<file path="src/rtl/comparador_pkg.sv">
// Shared types and width helpers for the chunk-serial comparator.
package comparador_pkg;

  typedef enum logic {IDLE, SCAN} state_t;

  function automatic int clog2(input int v);
    int r;
    int x;
    r = 0;
    x = v - 1;
    while (x > 0) begin
      r = r + 1;
      x = x >> 1;
    end
    return r;
  endfunction

  function automatic int nchunk_of(input int width, input int chunk);
    return width / chunk;
  endfunction

  // Count must reach NCHUNK itself, hence the +1.
  function automatic int cnt_w_of(input int width, input int chunk);
    return clog2(width / chunk + 1);
  endfunction

endpackage

</file>
<file path="src/rtl/comparador_seq_chunk_cmp.sv">
// Combinational compare of one CHUNK-bit slice, sign-aware on the MSB chunk.
module chunk_cmp
  import comparador_pkg::*;
#(
  parameter int CHUNK = 2
) (
  input  logic [CHUNK-1:0] a_c,
  input  logic [CHUNK-1:0] b_c,
  input  logic             is_msb,
  input  logic             signed_mode,
  output logic             c_eq,
  output logic             c_lt,
  output logic             c_gt
);

  logic sign_split;

  // Differing sign bits invert the unsigned ordering, so decide on sign alone.
  assign sign_split = signed_mode && is_msb && (a_c[CHUNK-1] != b_c[CHUNK-1]);

  always_comb begin
    c_eq = 1'b0;
    c_lt = 1'b0;
    c_gt = 1'b0;
    if (sign_split) begin
      c_lt = a_c[CHUNK-1];
      c_gt = b_c[CHUNK-1];
    end else begin
      c_eq = (a_c == b_c);
      c_lt = (a_c < b_c);
      c_gt = (a_c > b_c);
    end
  end

endmodule

</file>
<file path="src/rtl/comparador_seq.sv">
// Multi-cycle magnitude comparator: scans operands MSB chunk first and stops
// at the first differing chunk, reporting eq/lt/gt with a start/busy/done handshake.
module comparador_seq
  import comparador_pkg::*;
#(
  parameter int WIDTH = 8,
  parameter int CHUNK = 2,
  localparam int NCHUNK = nchunk_of(WIDTH, CHUNK),
  localparam int CNT_W  = cnt_w_of(WIDTH, CHUNK)
) (
  input  logic             clk,
  input  logic             rst_n,
  input  logic             start,
  input  logic [WIDTH-1:0] a,
  input  logic [WIDTH-1:0] b,
  input  logic             signed_mode,
  output logic             busy,
  output logic             done,
  output logic             eq,
  output logic             lt,
  output logic             gt,
  output logic [CNT_W-1:0] chunks
);

  localparam int IDX_W = (NCHUNK > 1) ? clog2(NCHUNK) : 1;

  state_t             state_q;
  logic [WIDTH-1:0]   a_q;
  logic [WIDTH-1:0]   b_q;
  logic               sm_q;
  logic [IDX_W-1:0]   idx_q;
  logic               busy_q;
  logic               done_q;
  logic               eq_q;
  logic               lt_q;
  logic               gt_q;
  logic [CNT_W-1:0]   chunks_q;

  logic [CHUNK-1:0]   a_ch [NCHUNK];
  logic [CHUNK-1:0]   b_ch [NCHUNK];
  logic               is_msb;
  logic               c_eq;
  logic               c_lt;
  logic               c_gt;
  logic [CNT_W-1:0]   chunks_d;

  for (genvar gi = 0; gi < NCHUNK; gi++) begin : g_slice
    assign a_ch[gi] = a_q[gi*CHUNK +: CHUNK];
    assign b_ch[gi] = b_q[gi*CHUNK +: CHUNK];
  end

  assign is_msb   = (idx_q == IDX_W'(NCHUNK - 1));
  assign chunks_d = CNT_W'(NCHUNK) - CNT_W'(idx_q);

  chunk_cmp #(.CHUNK(CHUNK)) u_chunk_cmp (
    .a_c         (a_ch[idx_q]),
    .b_c         (b_ch[idx_q]),
    .is_msb      (is_msb),
    .signed_mode (sm_q),
    .c_eq        (c_eq),
    .c_lt        (c_lt),
    .c_gt        (c_gt)
  );

  always_ff @(posedge clk or negedge rst_n) begin
    if (!rst_n) begin
      state_q  <= IDLE;
      a_q      <= '0;
      b_q      <= '0;
      sm_q     <= 1'b0;
      idx_q    <= '0;
      busy_q   <= 1'b0;
      done_q   <= 1'b0;
      eq_q     <= 1'b0;
      lt_q     <= 1'b0;
      gt_q     <= 1'b0;
      chunks_q <= '0;
    end else begin
      case (state_q)
        IDLE: begin
          done_q <= 1'b0;
          if (start) begin
            a_q      <= a;
            b_q      <= b;
            sm_q     <= signed_mode;
            idx_q    <= IDX_W'(NCHUNK - 1);
            eq_q     <= 1'b0;
            lt_q     <= 1'b0;
            gt_q     <= 1'b0;
            chunks_q <= '0;
            busy_q   <= 1'b1;
            state_q  <= SCAN;
          end
        end
        SCAN: begin
          if (!c_eq) begin
            lt_q     <= c_lt;
            gt_q     <= c_gt;
            chunks_q <= chunks_d;
            busy_q   <= 1'b0;
            done_q   <= 1'b1;
            state_q  <= IDLE;
          end else if (idx_q == '0) begin
            eq_q     <= 1'b1;
            chunks_q <= CNT_W'(NCHUNK);
            busy_q   <= 1'b0;
            done_q   <= 1'b1;
            state_q  <= IDLE;
          end else begin
            idx_q <= idx_q - IDX_W'(1);
          end
        end
        default: state_q <= IDLE;
      endcase
    end
  end

  assign busy   = busy_q;
  assign done   = done_q;
  assign eq     = eq_q;
  assign lt     = lt_q;
  assign gt     = gt_q;
  assign chunks = chunks_q;

endmodule

</file>
<file path="config.mk">
export PLATFORM = sky130hd
export DESIGN_NAME = comparador_seq
export DESIGN_NICKNAME = d
export VERILOG_FILES = /design/src/rtl/comparador_pkg.sv /design/src/rtl/comparador_seq_chunk_cmp.sv /design/src/rtl/comparador_seq.sv
export SDC_FILE = /design/constraint.sdc
export NUM_CORES = 1
export LEC_CHECK = 0
export ABC_AREA = 1
export ABC_CLOCK_PERIOD_IN_PS = 2500
export CAP_MARGIN = 20
export CORE_UTILIZATION = 25
export CTS_CLUSTER_DIAMETER = 150
export CTS_CLUSTER_SIZE = 10
export DETAILED_ROUTE_END_ITERATION = 10
export SLEW_MARGIN = 40
export SYNTH_ARGS = -nofsm -noshare
export SYNTH_HDL_FRONTEND = slang
export SYNTH_SLANG_ARGS = --single-unit
</file>
<file path="constraint.sdc">
create_clock -name clk -period 2.5 [get_ports clk]
set_input_delay 0.5 -clock clk [delete_from_list [all_inputs] [get_ports clk]]
set_output_delay 0.5 -clock clk [all_outputs]
set_load 0.01 [all_outputs]
</file>
==> After elaboration in Yosys (flattened, before gate mapping) <==
Index checks and enable logic that the tools add are counted.
{ "totals": {"elab_cells": 70, "output_inout_bits": 8, "input_bits": 20, "ff_bits": 28} }
{ "classes": {"n_addsub": 2, "muxes": 35, "magnitude_cmp": 3, "reduce_logical": 8, "n_bitwise": 2, "n_eq_ne": 9} }
{ "ops": {"columns": ["cell", "n"], "rows": [
  ["$mux W1", 15],
  ["$mux W2", 7],
  ["$pmux W1 S2", 6],
  ["$mux W3", 3],
  ["$bmux W2 S2", 2],
  ["$ne A2 B2 Y1 const B", 3],
  ["$pmux W3 S2", 1],
  ["$reduce_and A2 Y1", 3],
  ["$reduce_and A3 Y1", 2],
  ["$ne A2 B1 Y1 const B", 2],
  ["$pmux W2 S2", 1],
  ["$ge A3 B3 Y1 const B", 1],
  ["$ne A3 B2 Y1 const B", 1],
  ["$not A2 Y3", 1],
  ["$sub A3 B2 Y3 const A", 1],
  ["$eq A2 B2 Y1", 1],
  ["$eq A2 B2 Y1 const B", 1],
  ["$gt A2 B2 Y1", 1],
  ["$logic_and A1 B1 Y1", 2],
  ["$logic_not A2 Y1", 1],
  ["$lt A2 B2 Y1", 1],
  ["$sub A2 B1 Y2 const B", 1],
  ["$ne A1 B1 Y1", 1],
  ["$not A1 Y1", 1]
]} }

==> Logic depth before layout (Yosys ltp) <==
Gate-level depths: netlist of the first run.
{ "logic_depth": {"ltp_word": 9, "depth_mapped": 14, "mapped_depth_nobuf": 12} }

==> Hierarchy <==
From an unflattened synthesis of the first run, not the netlist that was laid out.
{ "hier_totals": {"cells_unflattened": 178, "area_unflattened_um2": 1406.3} }
{ "modules_own_cells": {"columns": ["mod", "seq_area_each_um2", "n_inst", "area_each_um2", "cells_each"], "rows": [
  ["comparador_seq", 700.7, 1, 1307.5, 160],
  ["chunk_cmp", 0.0, 1, 98.8, 18]
]} }

==> Least setup slack after synthesis of the first run <==
OpenSTA, ideal clock, no wires.
{ "synth_timing": {"path_type": "flip-flop to flip-flop", "startpoint": "register idx_q[0]", "endpoint": "register idx_q[0]", "stages_incl_launch_ff": 13, "required_time_ns": 2.371, "path_slack_ns": 0.667, "arrival_time_ns": 1.704, "setup_time_ns": 0.129, "n_path_buf": 2, "period_less_slack_ns": 1.833, "path_cell_list": "dfrtp_1 > clkbuf_8 > inv_2 > buf_6 > nand2_1 > a32o_1 > ha_1 > nand2_2 > nand2_2 > nand2_2 > nor2_4 > o21ai_0 > o21ai_0"} }
{ "synth_between": {"elab_chain_cells": 9, "elab_cells_between_ends": 21, "classes_between": "add/sub (1); eq/ne (5); mux (10); bitwise (1); reduce/logical (4)"} }
{ "synth_lines": {"columns": ["element", "line", "text"], "rows": [
  ["from (decl)", "comparador_seq.sv:31", "logic [IDX_W-1:0] idx_q;"],
  ["from (signal assigned)", "comparador_seq.sv:86", "idx_q <= IDX_W'(NCHUNK - 1);"],
  ["from (signal assigned)", "comparador_seq.sv:110", "idx_q <= idx_q - IDX_W'(1);"],
  ["$not A2 Y3 (not written as such)", "comparador_seq.sv:56, comparador_seq.sv:57", null],
  ["$bmux W2 S2, on equally long branches", "comparador_seq.sv:56, comparador_seq.sv:57", null],
  ["$mux W2, on equally long branches (2 in a row)", "comparador_seq.sv:56, comparador_seq.sv:57", null],
  ["$ne A1 B1 Y1", "comparador_seq_chunk_cmp.sv:19", "assign sign_split = signed_mode && is_msb && (a_c[CHUNK-1] != b_c[CHUNK-1]);"],
  ["$logic_and A1 B1 Y1", "comparador_seq_chunk_cmp.sv:19", null],
  ["$mux W1", "comparador_seq_chunk_cmp.sv:25", "if (sign_split) begin"],
  ["$ne A2 B1 Y1 (no source line)", null, null],
  ["$reduce_and A3 Y1 (no source line)", null, null]
]} }
Several ways; a longest one is shown, not always the timed one. The select of a mux whose other input is x is not followed.
A chain may end at the register's enable or synchronous reset.

==> Final worst setup path of the first run <==
Same ends and word-level chain as after synthesis.

==> results of run 1 <==
final cells by class:
type / instances / share of cell area
Sequential cell: 28 / 0.407
Multi-Input combinational cell: 119 / 0.324
Timing Repair Buffer: 28 / 0.161
Tap cell: 70 / 0.0509
Clock buffer: 3 / 0.0240
Clock inverter: 1 / 0.0175
Inverter: 7 / 0.0153
flip-flops by register name, indices dropped and copies added, names as in the netlist:
signal and count:
a_q 8, done 1, chunks 3, lt 1
eq 1, state_q 1, busy 1, sm_q 1
b_q 8, gt 1, idx_q 2
where the power goes:
group          switching (mW)  internal [mW]  leakage [nW]
logic                   0.624          0.433         0.472
clock network           0.146          0.215        0.0357
registers               0.150          0.667         0.345
total                   0.920           1.32         0.852
cells by family after synthesis:
| group | share of synthesized area |
|---|---|
| and+or+nand+nor | 0.316 |
| buffers and inverters | 0.0607 |
| AOI/OAI and AO/OA | 0.0626 |
| adders and majority gates | 0.0374 |
| DFF | 0.523 |
per-layer routing:
| layer | up-vias | track usage |
|---|---|---|
| met2 | 23 | 0.177 |
| met5 | - | 0 |
| li1 | 555 | - |
| met1 | 462 | 0.149 |
| met3 | 5 | 0.0241 |
| met4 | 0 | 0.0432 |
worst max path at each step:
stage                    startpoint              endpoint  cells after the start
3_3_place_gp   idx_q[0]$_DFFE_PN0P_  idx_q[0]$_DFFE_PN0P_                     12
6_report       idx_q[0]$_DFFE_PN0P_  idx_q[0]$_DFFE_PN0P_                     12
5_1_grt        idx_q[0]$_DFFE_PN0P_  idx_q[1]$_DFFE_PN0P_                     12
4_1_cts        idx_q[0]$_DFFE_PN0P_  idx_q[1]$_DFFE_PN0P_                     12
3_5_place_dp   idx_q[0]$_DFFE_PN0P_  idx_q[1]$_DFFE_PN0P_                     12
2_1_floorplan  idx_q[0]$_DFFE_PN0P_  idx_q[0]$_DFFE_PN0P_                     12
tightest hold or removal path, delay by kind of cell (launching register included):
family | cells | cell delay (ns)
flip-flops | 1 | 0.36
AND/OR/NAND/NOR | 2 | 0.11
Yosys cell counts:
master / instances / area share
a32o_1: 1 / 0.0075
a21oi_1: 3 / 0.011
o22ai_1: 1 / 0.0047
nor2_1: 8 / 0.022
dfrtp_1: 28 / 0.52
inv_2: 3 / 0.0084
nor3_4: 1 / 0.012
buf_4: 1 / 0.0056
ha_1: 4 / 0.037
clkbuf_8: 1 / 0.010
nand2_1: 76 / 0.21
o21bai_1: 1 / 0.0056
nand2_2: 3 / 0.014
nand2_4: 1 / 0.0084
buf_6: 3 / 0.025
o21ai_0: 9 / 0.034
nand3_1: 10 / 0.037
inv_1: 4 / 0.011
nor2_4: 1 / 0.0084
==> reports/metrics.csv, run 1 <==
stage,metric,value,unit
clock_tree,Max Root-Sink Buffers,2,
routing,met2 WL,1.21,mm
timing,endpoints failing hold,0,
setup_path,CP Max Fanout,11,
timing,Final WS setup,0.457,ns
routing,Max Used Layer,met4,
clock_tree,"Setup Fix Bufs, Post-CTS",0,
setup_path,cell mode on critical path,nand2_2,
clock_tree,"Hold-fix buffers, CTS",0,
timing,Final period util,0.817,
synthesis,Yosys cell types,19,
global_routing,remaining global-route overflow,0,
global_routing,initial antenna violation count,0,
setup_path,R2R Path End,idx_q[0]$_DFFE_PN0P_,
routing,initial DRC count,49,
timing,"Min Clock Period, post-route",2.04,ns
finish,most frequent cells in the layout,"76 x nand2_1, 28 x dfrtp_1, 27 x clkdlybuf4s50_1, 10 x nand3_1, 9 x o21ai_0",
finish,post-route core utilization,0.335,
synthesis,synthesized instance count,159,
status,status,"finished, final reports clean",
worst_hold_path,worst hold stages,2,
finish,layout cells sized above 1,0.0753,
global_routing,Total GRT Usage,0.112,
setup_path,CP Cell Sequence,inv_2 > nand2_1 > nand3_1 > nand2_1 > inv_1 > ha_1 > nand2_2 > nand2_2 > nand2_2 > nor2_4 > o21ai_0 > o21ai_0,
finish,final non-filler cell total,256,
placed_design,PortBufs,27,
die,Starting Density,0.260,
synthesis,"flops & latches, synth",28,
finish,Antenna diodes,0,
power_and_ir_drop,total chip power,2.24,mW
finish,Reg area,701,um^2
power_and_ir_drop,maximum vdd ir drop,0.375,mV
die,chip width,75.2,um
setup_path,CP Class,register to register,
placed_design,HPWL after DPL,2.01,mm
die,Top-Level Pins,28,
setup_path,R2R Setup Slk,0.46,ns
timing,Rel. slew slack,0.761,
placed_design,Cells after DPL,252,
routing,Routed Wire Length,2.80,mm
clock_tree,CTS Buf Count,3,
finish,fill count,565,
timing,Hold Slack,0.492,ns
routing,Initial DRT Pass Iterations,4,
synthesis,syn_area_per_cell,8.42,um^2
timing,actual slew at the worst max-slew pin,0.358,ns
synthesis,"Seq/Total Area, Yosys",0.523,
synthesis,Post-Synthesis Cell Area,1340,um^2
die,chip height,75.2,um
timing,Worst Skew,0.00540,ns
setup_path,FF-to-FF path depth,12,
timing,RSZ-0062 raised after global routing,no,
setup_path,"Arr. time, crit path",2.21,ns
finish,fin area,1720,um^2
setup_path,Critical Path Sink Type,register,
finish,Multi-input gate area,557,um^2
setup_path,slowest CP cell,dfrtp_1,
synthesis,Synth Warn #,0,
routing,Vias,1045,
setup_path,CP peak stage delay,0.56,ns
timing,setup tns final,0,ns
setup_path,Crit path required time,2.67,ns
setup_path,CP Buf/Inv Count,2,
clock_tree,clock latency on the worst-skew pair,0.28,ns
die,Core ar.,5140,um^2
clock_tree,CTS resizes,0,
routing,average wire per standard cell,10.9,um
setup_path,Worst setup SP type,register,
placed_design,Setup WS pre-CTS,0.457,ns
clock_tree,CTS tree,yes,
setup_path,"CP delay by family, top",simple AND/OR/NAND/NOR gates,
routing,Routed Antenna Nets,0,
clock_tree,CTS sink cnt,28,
die,row count,26,
timing,Fmax achieved,489,MHz
placed_design,gp weighted congestion,0.742,
timing,Slew Limit Fails,0,
timing,# setup viols final,0,
synthesis,syn nets,183,
finish,most common library cell in the layout ignoring fill and taps,nand2_1,
worst_hold_path,Hold Path Class,register to register,
worst_hold_path,worst hold path endpoint,b_q[4]$_DFFE_PN0P_,
worst_hold_path,hold_sp,b_q[4]$_DFFE_PN0P_,
power_and_ir_drop,Pwr Density,1300,nW/um^2
clock_tree,clock slew seen by the registers of the worst setup and hold paths,0.10,ns
clock_tree,Root Driver,clkbuf_8,
routing,wire length on met3,97,um
flow_run,max cap viols,0,
finish,Area Overhead vs Synth,28.5,%
placed_design,placed standard-cell area,1650,um^2
routing,wl on met1,1.44,mm
global_routing,largest net degree at the start of global routing,29,
setup_path,RR Startpoint,idx_q[0]$_DFFE_PN0P_,
global_routing,first-pass GRT wire length,4.71,mm
finish,Layout Nets,211,
global_routing,via count of the first global-routing pass,1083,
die,Die ar.,5650,um^2
routing,Vias/cell,4.08,
power_and_ir_drop,Lkg Pwr,0.852,nW
routing,Residual DRC,0,
clock_tree,H-tree level count,1,
No activity file was read; power rests on OpenSTA's default activity.
==> inputs of run 2 (changes only) <==
--- a/config.mk
+++ b/config.mk
@@ -6,7 +6,7 @@
 export NUM_CORES = 1
 export LEC_CHECK = 0
 export ABC_AREA = 1
-export ABC_CLOCK_PERIOD_IN_PS = 2500
+export ABC_CLOCK_PERIOD_IN_PS = 1700
 export CAP_MARGIN = 20
 export CORE_UTILIZATION = 25
 export CTS_CLUSTER_DIAMETER = 150
==> constraint.sdc (replaced) <==
create_clock -name clk -period 1.7 [get_ports clk]
set_input_delay 0.34 -clock clk [delete_from_list [all_inputs] [get_ports clk]]
set_output_delay 0.34 -clock clk [all_outputs]
set_load 0.01 [all_outputs]
==> reports/metrics.csv, run 2 (synthesized netlist as in run 1, its figures left out) <==
stage,metric,value,unit
timing,Final period util,1.04,
die,Top-Level Pins,28,
die,chip height,75.2,um
routing,Routed Wire Length,2.94,mm
setup_path,Crit path required time,1.87,ns
routing,Vias,1121,
timing,Worst Skew,0.00502,ns
global_routing,Total GRT Usage,0.116,
setup_path,Critical Path Sink Type,register,
clock_tree,CTS sink cnt,28,
routing,initial DRC count,33,
timing,Rel. slew slack,0.762,
clock_tree,clock slew seen by the registers of the worst setup and hold paths,0.09,ns
power_and_ir_drop,maximum vdd ir drop,0.719,mV
flow_run,max cap viols,0,
setup_path,CP Max Fanout,4,
finish,layout cells sized above 1,0.219,
placed_design,gp weighted congestion,0.791,
finish,Area Overhead vs Synth,41.6,%
die,chip width,75.2,um
routing,Routed Antenna Nets,0,
status,failing checks,negative setup slack,
setup_path,Worst setup SP type,register,
global_routing,via count of the first global-routing pass,1085,
finish,most frequent cells in the layout,"72 x nand2_1, 27 x dfrtp_1, 27 x clkdlybuf4s50_1, 12 x buf_4, 10 x nand3_1",
finish,final non-filler cell total,271,
timing,"Min Clock Period, post-route",1.77,ns
die,row count,26,
timing,Slew Limit Fails,0,
setup_path,CP Class,register to register,
global_routing,largest net degree at the start of global routing,29,
clock_tree,H-tree level count,1,
routing,Initial DRT Pass Iterations,4,
global_routing,first-pass GRT wire length,4.87,mm
setup_path,"Arr. time, crit path",1.95,ns
timing,setup tns final,-0.269,ns
power_and_ir_drop,Pwr Density,2080,nW/um^2
setup_path,FF-to-FF path depth,12,
power_and_ir_drop,Lkg Pwr,0.923,nW
placed_design,PortBufs,27,
timing,# setup viols final,5,
status,status,"complete, but fails checks",
worst_hold_path,Hold Path Class,input pin to async pin,
routing,Vias/cell,4.14,
setup_path,Crit. Startpoint,idx_q[0]$_DFFE_PN0P_,
global_routing,remaining global-route overflow,0,
die,Starting Density,0.260,
die,Core ar.,5140,um^2
clock_tree,Root Driver,clkbuf_8,
clock_tree,"Hold-fix buffers, CTS",0,
timing,RSZ-0062 raised after global routing,yes,
placed_design,Cells after DPL,263,
die,Die ar.,5650,um^2
timing,Fmax achieved,564,MHz
timing,actual slew at the worst max-slew pin,0.355,ns
setup_path,RR Startpoint,idx_q[0]$_DFFE_PN0P_,
placed_design,HPWL after DPL,2.09,mm
timing,endpoints failing hold,0,
routing,average wire per standard cell,10.8,um
finish,post-route core utilization,0.369,
timing,Final WS setup,-0.0728,ns
finish,Layout Nets,227,
finish,Antenna diodes,0,
global_routing,initial antenna violation count,0,
placed_design,Setup WS pre-CTS,-0.0899,ns
clock_tree,CTS Buf Count,3,
timing,Hold Slack,0.432,ns
routing,Residual DRC,0,
finish,fill count,557,
clock_tree,CTS tree,yes,
finish,most common library cell in the layout ignoring fill and taps,nand2_1,
clock_tree,Max Root-Sink Buffers,2,
clock_tree,clock latency on the worst-skew pair,0.27,ns
[run 2: changes by cell type in the layout (fill, tap and decap cells not counted), sizes merged]
cell,change
clkinvlp,+1
bufinv,-1
buf,+15
[run 2: cell type report]
| class | instances | area [um^2] | share of cell area |
|---|---|---|---|
| Sequential cell | 28 | 702 | 0.370 |
| Inverter | 7 | 28.8 | 0.0152 |
| Tap cell | 70 | 87.6 | 0.0462 |
| Timing Repair inverter | 1 | 7.51 | 0.00396 |
| Multi-Input combinational cell | 119 | 623 | 0.329 |
| Timing Repair Buffer | 43 | 405 | 0.214 |
| Clock buffer | 3 | 41.3 | 0.0218 |
[run 2: worst paths after layout]
kind                                             end  slack (ns)
worst max-delay path                  lt$_DFFE_PN0P_       -0.07
worst max register to register        lt$_DFFE_PN0P_       -0.07
min in group clk                  a_q[3]$_DFFE_PN0P_        0.49
worst min-delay path                done$_DFFE_PN0P_        0.43
max in group asynchronous       idx_q[0]$_DFFE_PN0P_        0.99
worst min register to register    a_q[3]$_DFFE_PN0P_        0.49
[run 2: layer usage]
layer | track usage | vias to the layer above | wire (um)
met1 | 0.144 | 505 | 1350
met3 | 0.0295 | 2 | 134
met2 | 0.198 | 26 | 1430
met4 | 0.0350 | 0 | 19
li1 | - | 588 | -
met5 | 0 | - | 0
[run 2: worst max-delay path, stage by stage (launching register included)]
cell and delay, ns:
dfrtp_2 0.47, clkinvlp_4 0.15, nand2_1 0.07, nand3_1 0.07, nand2_2 0.09, inv_2 0.04, ha_4 0.28, buf_6 0.10
inv_2 0.03, o21bai_1 0.12, o21ai_1 0.10, nand3_1 0.09, nand2_1 0.05
[run 2: stage by stage]
step	power, mW	cell area (um^2)
6_report	3.94	1900
5_1_grt	4.27	1900
4_1_cts	3.79	1860
3_5_place_dp	3.03	1730
3_3_place_gp	3.00	1730
2_1_floorplan	2.38	1340
[run 2: timing repair]
| action | 4_1_cts | 5_1_grt |
|---|---|---|
| cloned | 1 | 0 |
| pin swaps | 7 | 8 |
| buffers inserted | 1 | 3 |
| gates resized for setup | 21 | 8 |
| setup endpoints to repair | 7 | 10 |
[run 2: where the power goes]
group	switching, mW	internal [mW]	leakage (nW)
registers	0.216	0.985	0.344
clock network	0.197	0.159	0.0216
logic	1.20	1.18	0.558
==> inputs of run 3 (changes only) <==
--- a/config.mk
+++ b/config.mk
@@ -16,3 +16,4 @@
 export SYNTH_ARGS = -nofsm -noshare
 export SYNTH_HDL_FRONTEND = slang
 export SYNTH_SLANG_ARGS = --single-unit
+export TNS_END_PERCENT = 50
==> reports/metrics.csv, run 3 (synthesized netlist as in run 1, its figures left out) <==
stage,metric,value,unit
setup_path,FF-to-FF path depth,12,
timing,Final period util,1.04,
finish,layout cells sized above 1,0.219,
setup_path,"Arr. time, crit path",1.95,ns
finish,most common library cell in the layout ignoring fill and taps,nand2_1,
clock_tree,CTS Buf Count,3,
finish,final non-filler cell total,271,
finish,Antenna diodes,0,
routing,Routed Antenna Nets,0,
power_and_ir_drop,Pwr Density,2080,nW/um^2
timing,Worst Skew,0.00502,ns
die,chip height,75.2,um
timing,"Min Clock Period, post-route",1.77,ns
power_and_ir_drop,maximum vdd ir drop,0.719,mV
setup_path,CP peak stage delay,0.47,ns
timing,setup tns final,-0.269,ns
routing,Vias,1121,
timing,Fmax achieved,564,MHz
global_routing,via count of the first global-routing pass,1085,
clock_tree,clock latency on the worst-skew pair,0.27,ns
routing,initial DRC count,33,
finish,fin area,1900,um^2
setup_path,Critical Path Sink Type,register,
clock_tree,H-tree level count,1,
clock_tree,Max Root-Sink Buffers,2,
finish,Layout Nets,227,
placed_design,PortBufs,27,
setup_path,CP Buf/Inv Count,4,
timing,# setup viols final,5,
global_routing,Total GRT Usage,0.116,
setup_path,slowest CP cell,dfrtp_2,
setup_path,"CP delay by family, top",flip-flops,
die,Die ar.,5650,um^2
setup_path,R2R Setup Slk,-0.07,ns
clock_tree,CTS sink cnt,28,
finish,Area Overhead vs Synth,41.6,%
routing,Routed Wire Length,2.94,mm
global_routing,initial antenna violation count,0,
status,status,"complete, but fails checks",
setup_path,CP Class,register to register,
timing,Final WS setup,-0.0728,ns
clock_tree,clock slew seen by the registers of the worst setup and hold paths,0.09,ns
placed_design,gp weighted congestion,0.791,
die,Top-Level Pins,28,
routing,Residual DRC,0,
routing,average wire per standard cell,10.8,um
routing,Vias/cell,4.14,
placed_design,placed standard-cell area,1730,um^2
status,failing checks,negative setup slack,
setup_path,Crit. Startpoint,idx_q[0]$_DFFE_PN0P_,
timing,Rel. slew slack,0.762,
die,Starting Density,0.260,
placed_design,Setup WS pre-CTS,-0.0899,ns
global_routing,largest net degree at the start of global routing,29,
power_and_ir_drop,total chip power,3.94,mW
global_routing,remaining global-route overflow,0,
die,row count,26,
flow_run,max cap viols,0,
setup_path,Crit path required time,1.87,ns
setup_path,CP Max Fanout,4,
placed_design,Cells after DPL,263,
die,chip width,75.2,um
setup_path,RR Startpoint,idx_q[0]$_DFFE_PN0P_,
power_and_ir_drop,Lkg Pwr,0.923,nW
routing,Initial DRT Pass Iterations,4,
global_routing,first-pass GRT wire length,4.87,mm
timing,actual slew at the worst max-slew pin,0.355,ns
clock_tree,CTS tree,yes,
worst_hold_path,Hold Path Class,input pin to async pin,
setup_path,Worst setup SP type,register,
die,Core ar.,5140,um^2
setup_path,R2R Path End,lt$_DFFE_PN0P_,
placed_design,HPWL after DPL,2.09,mm
setup_path,WP depth,12,
timing,RSZ-0062 raised after global routing,yes,
timing,Slew Limit Fails,0,
timing,endpoints failing hold,0,
clock_tree,Root Driver,clkbuf_8,
setup_path,CP Cell Sequence,clkinvlp_4 > nand2_1 > nand3_1 > nand2_2 > inv_2 > ha_4 > buf_6 > inv_2 > o21bai_1 > o21ai_1 > nand3_1 > nand2_1,
finish,most frequent cells in the layout,"72 x nand2_1, 27 x dfrtp_1, 27 x clkdlybuf4s50_1, 12 x buf_4, 10 x nand3_1",
run 3: report_power, final:
group          switching [mW]  leakage (nW)  internal [mW]
clock                   0.197        0.0216          0.159
sequential              0.216         0.344          0.985
combinational            1.20         0.558           1.18
total                    1.61         0.923           2.33
run 3: layout make-up:
class                           count  area, um^2
Fill cell                         557        3240
Sequential cell                    28         702
Multi-Input combinational cell    119         623
Timing Repair Buffer               43         405
Tap cell                           70        87.6
Clock buffer                        3        41.3
Inverter                            7        28.8
Timing Repair inverter              1        7.51
run 3: worst max-delay path by stage:
| stage | endpoint | slack, ns |
|---|---|---|
| 2_1_floorplan | idx_q[0]$_DFFE_PN0P_ | -0.1 |
| 3_3_place_gp | gt$_DFFE_PN0P_ | -0.09 |
| 3_5_place_dp | idx_q[0]$_DFFE_PN0P_ | -0.09 |
| 4_1_cts | idx_q[1]$_DFFE_PN0P_ | -0.04 |
| 5_1_grt | gt$_DFFE_PN0P_ | -0.17 |
| 6_report | lt$_DFFE_PN0P_ | -0.07 |
run 3: metrics by stage:
stage,utilization,hold slack (ns)
final,0.369,0.432
after global routing,0.369,0.473
after CTS,0.361,0.448
after detailed placement,0.337,0.469
after global placement,0.337,0.468
after floorplan,-,0.0444
run 3: timing repair:
item / CTS / global route
buffers inserted: 1 / 3
pin swaps: 6 / 7
hold buffers: 0 / 0
endpoints found under the setup margin: 7 / 10
gates resized for setup: 21 / 8
gates cloned: 1 / 0
run 3: layer usage:
metal / GRT usage / routed length (um)
met1: 0.144 / 1350
met2: 0.198 / 1430
met4: 0.0350 / 19
met3: 0.0295 / 134
met5: 0 / 0
